[config.mk]
export PLATFORM = sky130hd
export DESIGN_NAME = scan_mem_bridge_flat
export DESIGN_NICKNAME = d
export VERILOG_FILES = /design/src/rtl/scan_mem_bridge_if.sv /design/src/rtl/scan_mem_bridge.sv /design/src/flat_wrapper.sv
export SDC_FILE = /design/constraint.sdc
export NUM_CORES = 1
export LEC_CHECK = 0
export CAP_MARGIN = 5
export CORE_UTILIZATION = 53
export DETAILED_ROUTE_END_ITERATION = 8
export GPL_TIMING_DRIVEN = 0
export PLACE_DENSITY_LB_ADDON = 0.08
export SLEW_MARGIN = 15
export SYNTH_ARGS = -nofsm -noshare
export SYNTH_HDL_FRONTEND = slang
export SYNTH_SLANG_ARGS = --single-unit
[constraint.sdc]
create_clock -name clk -period 1.8 [get_ports clk]
set_input_delay 0.45 -clock clk [delete_from_list [all_inputs] [get_ports clk]]
set_output_delay 0.45 -clock clk [all_outputs]
set_load 0.1 [all_outputs]
[src/rtl/scan_mem_bridge_if.sv]
// Memory-side request/grant bus between scan_mem_bridge and the SRAM/register fabric.
// The bridge is the master; the fabric (or a bench model) is the slave.
interface scan_mem_bridge_if #(
   parameter int unsigned ADDR_W = 20,
   parameter int unsigned DATA_W = 32
) ();

   logic              mem_req;
   logic              mem_we;
   logic [ADDR_W-1:0] mem_addr;
   logic [DATA_W-1:0] mem_wdata;
   logic              mem_gnt;
   logic              mem_rvalid;
   logic [DATA_W-1:0] mem_rdata;

   modport master (
      output mem_req,
      output mem_we,
      output mem_addr,
      output mem_wdata,
      input  mem_gnt,
      input  mem_rvalid,
      input  mem_rdata
   );

   modport slave (
      input  mem_req,
      input  mem_we,
      input  mem_addr,
      input  mem_wdata,
      output mem_gnt,
      output mem_rvalid,
      output mem_rdata
   );

endinterface

[src/rtl/scan_mem_bridge.sv]
// Tester scan-chain responder: a master/slave shift chain with shadow registers, where each
// scan_id toggle becomes one memory read or write and results return through the chain.
module scan_mem_bridge #(
   parameter int unsigned ADDR_W      = 20,
   parameter int unsigned DATA_W      = 32,
   parameter int unsigned SYNC_STAGES = 2
) (
   input  logic              clk,
   input  logic              rst_n,
   input  logic              scan_phi,
   input  logic              scan_phi_bar,
   input  logic              scan_data_in,
   input  logic              scan_load_chip,
   input  logic              scan_load_chain,
   input  logic              scan_id,
   output logic              scan_data_out,
   output logic              busy,
   scan_mem_bridge_if.master mem
);

   localparam int unsigned ChainLen = 2 + ADDR_W + 2 * DATA_W + 1;
   localparam int unsigned NumSync  = 6;
   localparam int unsigned AddrLsb  = 2;
   localparam int unsigned WdataLsb = 2 + ADDR_W;

   typedef enum logic [1:0] {StIdle, StReq, StRwait, StDone} state_e;

   // ---------------------------------------------------------------------------------------
   // Input synchronizers and edge detection
   // ---------------------------------------------------------------------------------------
   logic [SYNC_STAGES-1:0][NumSync-1:0] sync_q;
   logic [NumSync-1:0]                  sync_raw;
   logic [NumSync-1:0]                  sync_s;
   logic                                phi_s, phi_bar_s, data_in_s;
   logic                                load_chip_s, load_chain_s, id_s;
   logic [2:0]                          prev_q;
   logic                                phi_rise, phi_bar_rise, load_chip_rise;

   assign sync_raw = {scan_id, scan_load_chain, scan_load_chip, scan_data_in, scan_phi_bar,
                      scan_phi};

   always_ff @(posedge clk or negedge rst_n) begin
      if (!rst_n) begin
         sync_q <= '0;
         prev_q <= '0;
      end else begin
         sync_q <= {sync_q[SYNC_STAGES-2:0], sync_raw};
         prev_q <= {load_chip_s, phi_bar_s, phi_s};
      end
   end

   assign sync_s       = sync_q[SYNC_STAGES-1];
   assign phi_s        = sync_s[0];
   assign phi_bar_s    = sync_s[1];
   assign data_in_s    = sync_s[2];
   assign load_chip_s  = sync_s[3];
   assign load_chain_s = sync_s[4];
   assign id_s         = sync_s[5];

   assign phi_rise       = phi_s & ~prev_q[0];
   assign phi_bar_rise   = phi_bar_s & ~prev_q[1];
   assign load_chip_rise = load_chip_s & ~prev_q[2];

   // ---------------------------------------------------------------------------------------
   // Scan chain and shadow registers
   // ---------------------------------------------------------------------------------------
   logic [ChainLen-1:0] master_q, slave_q, capture;
   logic                sh_wen_q, sh_ren_q;
   logic [ADDR_W-1:0]   sh_addr_q;
   logic [DATA_W-1:0]   sh_wdata_q;
   logic [DATA_W-1:0]   rdata_q;
   logic                ready_q;

   assign capture = {ready_q, rdata_q, sh_wdata_q, sh_addr_q, sh_ren_q, sh_wen_q};

   always_ff @(posedge clk or negedge rst_n) begin
      if (!rst_n) begin
         master_q      <= '0;
         slave_q       <= '0;
         scan_data_out <= 1'b0;
      end else begin
         if (phi_rise) begin
            master_q <= load_chain_s ? capture : {data_in_s, slave_q[ChainLen-1:1]};
         end
         if (phi_bar_rise) begin
            slave_q <= master_q;
         end
         scan_data_out <= slave_q[0];
      end
   end

   // rdata/ready chain fields are status only; an update never writes them back.
   always_ff @(posedge clk or negedge rst_n) begin
      if (!rst_n) begin
         sh_wen_q   <= 1'b0;
         sh_ren_q   <= 1'b0;
         sh_addr_q  <= '0;
         sh_wdata_q <= '0;
      end else if (load_chip_rise) begin
         sh_wen_q   <= slave_q[0];
         sh_ren_q   <= slave_q[1];
         sh_addr_q  <= slave_q[AddrLsb +: ADDR_W];
         sh_wdata_q <= slave_q[WdataLsb +: DATA_W];
      end
   end

   // ---------------------------------------------------------------------------------------
   // Request FSM
   // ---------------------------------------------------------------------------------------
   state_e            state_q, state_d;
   logic              id_last_q;
   logic              pending;
   logic              accept;
   logic              rd_done;
   logic              op_we_q;
   logic [ADDR_W-1:0] op_addr_q;
   logic [DATA_W-1:0] op_wdata_q;

   assign pending = (id_s != id_last_q);

   always_ff @(posedge clk or negedge rst_n) begin
      if (!rst_n) begin
         state_q <= StIdle;
      end else begin
         state_q <= state_d;
      end
   end

   always_comb begin
      state_d = state_q;
      accept  = 1'b0;
      rd_done = 1'b0;
      case (state_q)
         StIdle: begin
            if (pending) begin
               accept  = 1'b1;
               state_d = (sh_wen_q || sh_ren_q) ? StReq : StDone;
            end
         end
         StReq: begin
            if (mem.mem_gnt) begin
               state_d = op_we_q ? StDone : StRwait;
            end
         end
         StRwait: begin
            if (mem.mem_rvalid) begin
               rd_done = 1'b1;
               state_d = StDone;
            end
         end
         StDone: begin
            state_d = StIdle;
         end
         default: begin
            state_d = StIdle;
         end
      endcase
   end

   // Operands are frozen at accept so shadow/chain activity cannot disturb an in-flight op.
   always_ff @(posedge clk or negedge rst_n) begin
      if (!rst_n) begin
         id_last_q  <= 1'b0;
         op_we_q    <= 1'b0;
         op_addr_q  <= '0;
         op_wdata_q <= '0;
         rdata_q    <= '0;
         ready_q    <= 1'b0;
      end else begin
         if (accept) begin
            id_last_q  <= id_s;
            op_we_q    <= sh_wen_q;
            op_addr_q  <= sh_addr_q;
            op_wdata_q <= sh_wdata_q;
            ready_q    <= 1'b0;
         end
         if (rd_done) begin
            rdata_q <= mem.mem_rdata;
         end
         if (state_q == StDone) begin
            ready_q <= 1'b1;
         end
      end
   end

   assign mem.mem_req   = (state_q == StReq);
   assign mem.mem_we    = op_we_q;
   assign mem.mem_addr  = op_addr_q;
   assign mem.mem_wdata = op_wdata_q;
   assign busy          = (state_q != StIdle);

endmodule
[src/flat_wrapper.sv]
// flat-port wrapper written by rule: the top's interface ports become plain ports
module scan_mem_bridge_flat 
#(
   parameter int unsigned ADDR_W      = 20,
   parameter int unsigned DATA_W      = 32,
   parameter int unsigned SYNC_STAGES = 2
)
  (clk, rst_n, scan_phi, scan_phi_bar, scan_data_in, scan_load_chip, scan_load_chain, scan_id, scan_data_out, busy, mem_mem_req, mem_mem_we, mem_mem_addr, mem_mem_wdata, mem_mem_gnt, mem_mem_rvalid, mem_mem_rdata);
  scan_mem_bridge_if #(.ADDR_W(ADDR_W), .DATA_W(DATA_W)) mem_i ();
  input  logic clk;
  input  logic rst_n;
  input  logic scan_phi;
  input  logic scan_phi_bar;
  input  logic scan_data_in;
  input  logic scan_load_chip;
  input  logic scan_load_chain;
  input  logic scan_id;
  output logic scan_data_out;
  output logic busy;
  output wire logic [$bits(mem_i.mem_req)-1:0] mem_mem_req;
  output wire logic [$bits(mem_i.mem_we)-1:0] mem_mem_we;
  output wire logic [$bits(mem_i.mem_addr)-1:0] mem_mem_addr;
  output wire logic [$bits(mem_i.mem_wdata)-1:0] mem_mem_wdata;
  input wire logic [$bits(mem_i.mem_gnt)-1:0] mem_mem_gnt;
  input wire logic [$bits(mem_i.mem_rvalid)-1:0] mem_mem_rvalid;
  input wire logic [$bits(mem_i.mem_rdata)-1:0] mem_mem_rdata;
  assign mem_mem_req = mem_i.mem_req;
  assign mem_mem_we = mem_i.mem_we;
  assign mem_mem_addr = mem_i.mem_addr;
  assign mem_mem_wdata = mem_i.mem_wdata;
  assign mem_i.mem_gnt = mem_mem_gnt;
  assign mem_i.mem_rvalid = mem_mem_rvalid;
  assign mem_i.mem_rdata = mem_mem_rdata;
  scan_mem_bridge #(.ADDR_W(ADDR_W), .DATA_W(DATA_W), .SYNC_STAGES(SYNC_STAGES)) u_core (.clk(clk), .rst_n(rst_n), .scan_phi(scan_phi), .scan_phi_bar(scan_phi_bar), .scan_data_in(scan_data_in), .scan_load_chip(scan_load_chip), .scan_load_chain(scan_load_chain), .scan_id(scan_id), .scan_data_out(scan_data_out), .busy(busy), .mem(mem_i));
endmodule
### Word-level counts from Yosys, hierarchy flattened

Cells that the tools add are included.

* register bits after elaboration: 333
* word-level logic and storage cells: 48
* input port bits: 42
* output and inout port bits: 56

* reduce and logical (&&, ||, !) cells: 5
* bitwise logic cells: 6
* multiplexer cells: 13
* eq/ne operators: 7

Operators by type and width (number)
* 2-to-1 mux 87 bit: 1
* 2-to-1 mux 2 bit: 4
* case mux 2 bit (4 select lines): 1
* 2-to-1 mux 1 bit: 7
* == test 2 bit (second input constant): 2
* inequality test 2 x 1 -> 1 bit (second input constant): 2
* nonzero test 2 bit: 2
* bitwise AND 1 bit: 3
* inverter 1 bit: 3
* AND reduction 3 bit: 1
* == test 2 x 1 -> 1 bit (second input constant): 1
* zero test 2 bit: 1
* inequality test 2 bit (second input constant): 1
* logical OR 1 bit: 1
* inequality test 1 bit: 1

### Depth between registers and ports, before layout

* depth after elaboration: 5
* gate-level depth with buffers: 6
* depth with buffers taken out: 5

### Worst setup path before layout

Ideal clock, no wire load.

* kind: flip-flop to flip-flop
* from: register u_core.state_q[1]
* to: register u_core.state_q[0]
* arrival time: 1.855 ns
* buffers on the path: 0
* library setup time: 0.131 ns
* setup slack: -0.185 ns
* stages on the path, launching flop included: 6
* required time: 1.669 ns
* period minus slack after synthesis: 1.985 ns
* path through: dfrtp_1 > inv_1 > ha_1 > inv_1 > o221a_2 > mux2i_1

* longest elaborated chain between the ends: 3
* elaborated cells on any way between the ends: 9
* classes of those cells: eq/ne (6); mux (1); reduce/logical (2)

RTL lines
* start, declared: line scan_mem_bridge.sv:110 `state_e state_q, state_d;`
* start signal, assigned: line scan_mem_bridge.sv:123 `state_q <= StIdle;`
* start signal, assigned: line scan_mem_bridge.sv:125 `state_q <= state_d;`
* == test 2 x 1 -> 1 bit (*)
* named net mem_mem_req: line flat_wrapper.sv:20 `output wire logic [$bits(mem_i.mem_req)-1:0] mem_mem_req;`
* inequality test 2 x 1 -> 1 bit (no line)
* AND reduction 3 bit (no line)

The timed path passes the listed nets; every way through them passes the cells marked *.
A chain may end at the register's enable or synchronous reset.

### Worst setup path after layout

* from: register u_core.state_q[0]
* to: output busy

* longest elaborated chain between the ends: 1

RTL lines
* nonzero test 2 bit: line scan_mem_bridge.sv:190 `assign busy = (state_q != StIdle);`
* end, declared: line flat_wrapper.sv:19 `output logic busy;`

No other way between the ends.

==> impl_metrics.env <==
export IMPL_antenna_found_initial=0
export IMPL_core_sq_um=24200
export IMPL_ys_seq_area_frac=0.639
export IMPL_timing_critical_path_from="u_core.state_q[0]"
export IMPL_grt_max_degree=106
export IMPL_initial_core_util=0.538
export IMPL_syn_inst=899
export IMPL_slowest_delay_ns=0.42
export IMPL_routed_via_density=5.28
export IMPL_layout_min_cycle_time_ns=1.90
export IMPL_holdCritPathClass="reg2reg"
export IMPL_multi_input_area_sq_um=4410
export IMPL_syn_avg_cell_area_sq_um=14.5
export IMPL_io_pins=98
export IMPL_vias=7364
export IMPL_grt_pass1_wl_mm=40.6
export IMPL_io_buffers=97
export IMPL_period_share=1.06
export IMPL_p_per_area_nw_per_um2=1270
export IMPL_drv_cap=0
export IMPL_dr_pass1_iters=6
export IMPL_syn2layout_area_growth_pct=19.5
export IMPL_reg2regPathDepth=6
export IMPL_ff2ff_setup_slack_ns=0.12
export IMPL_crit_required_ns=1.35
export IMPL_timing_fmax_ghz=0.525
export IMPL_seqCellArea_sq_um=8330
export IMPL_end_kind="primary output"
export IMPL_h_tree_depth=2
export IMPL_crit_end="busy"
export IMPL_path_max_fanout=3
export IMPL_grt_pass1_vias=7820
export IMPL_slew_headroom=0.666
export IMPL_wl_per_cell_um=17.2
export IMPL_antenna_left=0
export IMPL_rows=57
export IMPL_ys_ff_latch=333
export IMPL_cts_root_buf="clkbuf_16"
export IMPL_numCtsBuffers=37
export IMPL_cts_sinks=333
export IMPL_pwr_share_clk=0.369
export IMPL_ir_drop_mv=0.730
export IMPL_cp_depth=4
export IMPL_die_area_sq_um=25200
export IMPL_synthesis_area_sq_um=13000
export IMPL_p_sw_mw=5.06
export IMPL_synth_cell_types=21
export IMPL_clock_skew_ns=0.00831
export IMPL_crit_slowest_cell="dfrtp_2"
export IMPL_post_place_ws_ns=-0.636
export IMPL_n_antenna_cell=0
export IMPL_violations="setup timing"
export IMPL_final_net_count=1095
export IMPL_r2r_end="u_core.rdata_q[24]"
export IMPL_setup_ws_ns=-0.104
export IMPL_crit_family="flip-flops"
export IMPL_track_usage=0.198
export IMPL_clkTransAtPathRegs_ns=0.05
export IMPL_rsz0062_at_grt="yes"
export IMPL_dieWidth_um=159
export IMPL_power_mw=19.8
export IMPL_grt_ovfl_total=0
export IMPL_hold_viol=0
export IMPL_fillers=1923
export IMPL_path_class="reg2out"
export IMPL_syn_nets=947
export IMPL_worst_slew_pin_slew_ns=0.501
export IMPL_maxSlewViolCount=0
export IMPL_drive_above_1_share=0.375
export IMPL_switching_share=0.255
export IMPL_drc=0
export IMPL_status="complete, but fails checks"
export IMPL_setup_viol=2
export IMPL_cts_tree="built"
export IMPL_die_y_um=159
export IMPL_pwr_share_seq=0.467
export IMPL_reg2reg_from="u_core.state_q[0]"
export IMPL_worstPathArrival_ns=1.45
export IMPL_clock_path_buffers=3
export IMPL_clock_latency_ns=0.51
export IMPL_yosys_warnings=0
export IMPL_path_cells="inv_2 > ha_4 > clkinvlp_4 > buf_12"
export IMPL_p_comb_frac=0.164
export IMPL_drt_initial_drc_count=304
export IMPL_cp_buffers_inverters=3
export IMPL_hpwl_mm=15.0
export IMPL_cp_start_kind="flip-flop"
export IMPL_wl_mm=24.0
export IMPL_place_congestion=0.697
export IMPL_intPower_mw=14.7
export IMPL_p_leak_nw=7.79
-- power groups by stage --
stage / logic (mW) / registers [mW] / clock network, mW
5_1_grt: 3.59 / 9.40 / 7.81
3_5_place_dp: 3.10 / 9.39 / 0
6_report: 3.25 / 9.25 / 7.30
4_1_cts: 3.30 / 9.26 / 7.49
3_3_place_gp: 2.99 / 9.39 / 0
2_1_floorplan: 2.22 / 9.30 / 0
-- worst reg2reg max path: stages, from the launching register on --
cell and delay [ns]:
dfrtp_2 0.38, inv_2 0.06, buf_4 0.14, ha_1 0.22, nand2_2 0.17, buf_4 0.24
mux2_2 0.35
-- cells in the final DEF, fill, tap and decap left out, types with 5 or more instances in the layout --
cell	synthesis	layout
clkbuf_8	0	5
clkdlybuf4s50_1	0	40
nand2_1	88	87
buf_2	30	75
clkbuf_16	0	40
mux2_2	227	227
clkbuf_1	10	17
mux2i_1	90	90
buf_4	4	17
o21ai_0	87	87
dfrtp_1	333	332
clkinv_2	0	8
buf_6	8	8
-- synth_stat cells, drive strengths merged --
cell type | instances | share of area
dfrtp | 333 | 0.64
clkbuf | 10 | 0.0029
a211oi | 1 | 0.00058
and3 | 1 | 0.00048
nand2b | 2 | 0.00096
ha | 6 | 0.0058
inv | 4 | 0.0012
o221a | 1 | 0.00086
xor2 | 1 | 0.00067
mux2 | 227 | 0.20
o21ai | 87 | 0.033
nor2b | 2 | 0.00096
nand2 | 89 | 0.026
buf | 43 | 0.021
a21o | 1 | 0.00058
nor2 | 1 | 0.00029
mux2i | 90 | 0.069
-- how the worst min path moves through the flow --
stage,to,cells past startpoint,slack [ns],start
3_5_place_dp,u_core.sync_s[0],0,0.34,u_core.sync_q[0]
2_1_floorplan,u_core.id_last_q,0,0.15,rst_n
3_3_place_gp,u_core.sync_s[4],0,0.33,u_core.sync_q[4]
4_1_cts,u_core.sync_s[0],0,0.35,u_core.sync_q[0]
5_1_grt,u_core.sync_s[0],0,0.35,u_core.sync_q[0]
6_report,u_core.sync_s[0],0,0.35,u_core.sync_q[0]
-- layout make-up --
| cell class | instances | share of cell area |
|---|---|---|
| flip-flops and latches | 333 | 0.535 |
| repair buffers | 109 | 0.0583 |
| inverters | 4 | 0.00121 |
| well taps | 324 | 0.0260 |
| plain buffers | 53 | 0.0206 |
| multi-input cells | 509 | 0.283 |
| clock buffers | 51 | 0.0688 |
| clock inverters | 11 | 0.00699 |
-- routing by layer --
metal	global-route usage	wire length, um	vias up
li1	-	-	3436
met1	0.299	11900	3773
met2	0.298	10900	116
met3	0.0347	782	39
met4	0.0530	386	0
met5	0	0	-
-- logic make-up (layout without fill, tap and decap cells) --
kind of cell / after synthesis / count (layout) / synth area share
mux: 317 / 317 / 0.265
buf+inv: 57 / 228 / 0.0251
fa+ha+maj: 6 / 6 / 0.00576
compound gates: 90 / 90 / 0.0354
xor+xnor: 1 / 1 / 0.000672
simple gates: 95 / 95 / 0.0285
flops: 333 / 333 / 0.639
-- through the flow --
| stage | hold WS, ns | std cells | setup TNS, ns | util | instance area, sq um |
|---|---|---|---|---|---|
| final | 0.348 | 1394 | -0.196 | 0.642 | 15600 |
| after global routing | 0.354 | 1394 | -0.297 | 0.642 | 15600 |
| after CTS | 0.351 | 1393 | -0.267 | 0.641 | 15500 |
| after detailed placement | 0.339 | 1323 | -13.19 | 0.599 | 14500 |
| after global placement | 0.333 | 1320 | -4747.34 | 0.595 | 14400 |
| after floorplan | 0.154 | 899 | 0 | - | 13100 |
-- repair_timing --
| item | 4_1_cts | 5_1_grt |
|---|---|---|
| cloned | 0 | 1 |
| endpoints found under the setup margin | 86 | 143 |
| hold buffers | 1 | 0 |
| buffers inserted | 7 | 0 |
| pin swaps | 1 | 0 |
| endpoints found under the hold margin | 55 | 0 |
| gates resized for setup | 296 | 5 |
-- registers in the layout, indices dropped and copies added, names as in the netlist, 2 cells and up --
| name | count |
|---|---|
| u_core.mem.mem_addr | 20 |
| u_core.sync_s | 6 |
| u_core.slave_q | 87 |
| u_core.sync_q | 6 |
| u_core.sh_wdata_q | 32 |
| u_core.master_q | 87 |
| u_core.state_q | 2 |
| u_core.mem.mem_wdata | 32 |
| u_core.rdata_q | 32 |
| u_core.prev_q | 3 |
| u_core.sh_addr_q | 20 |
Power figures use the tool's default switching activity.
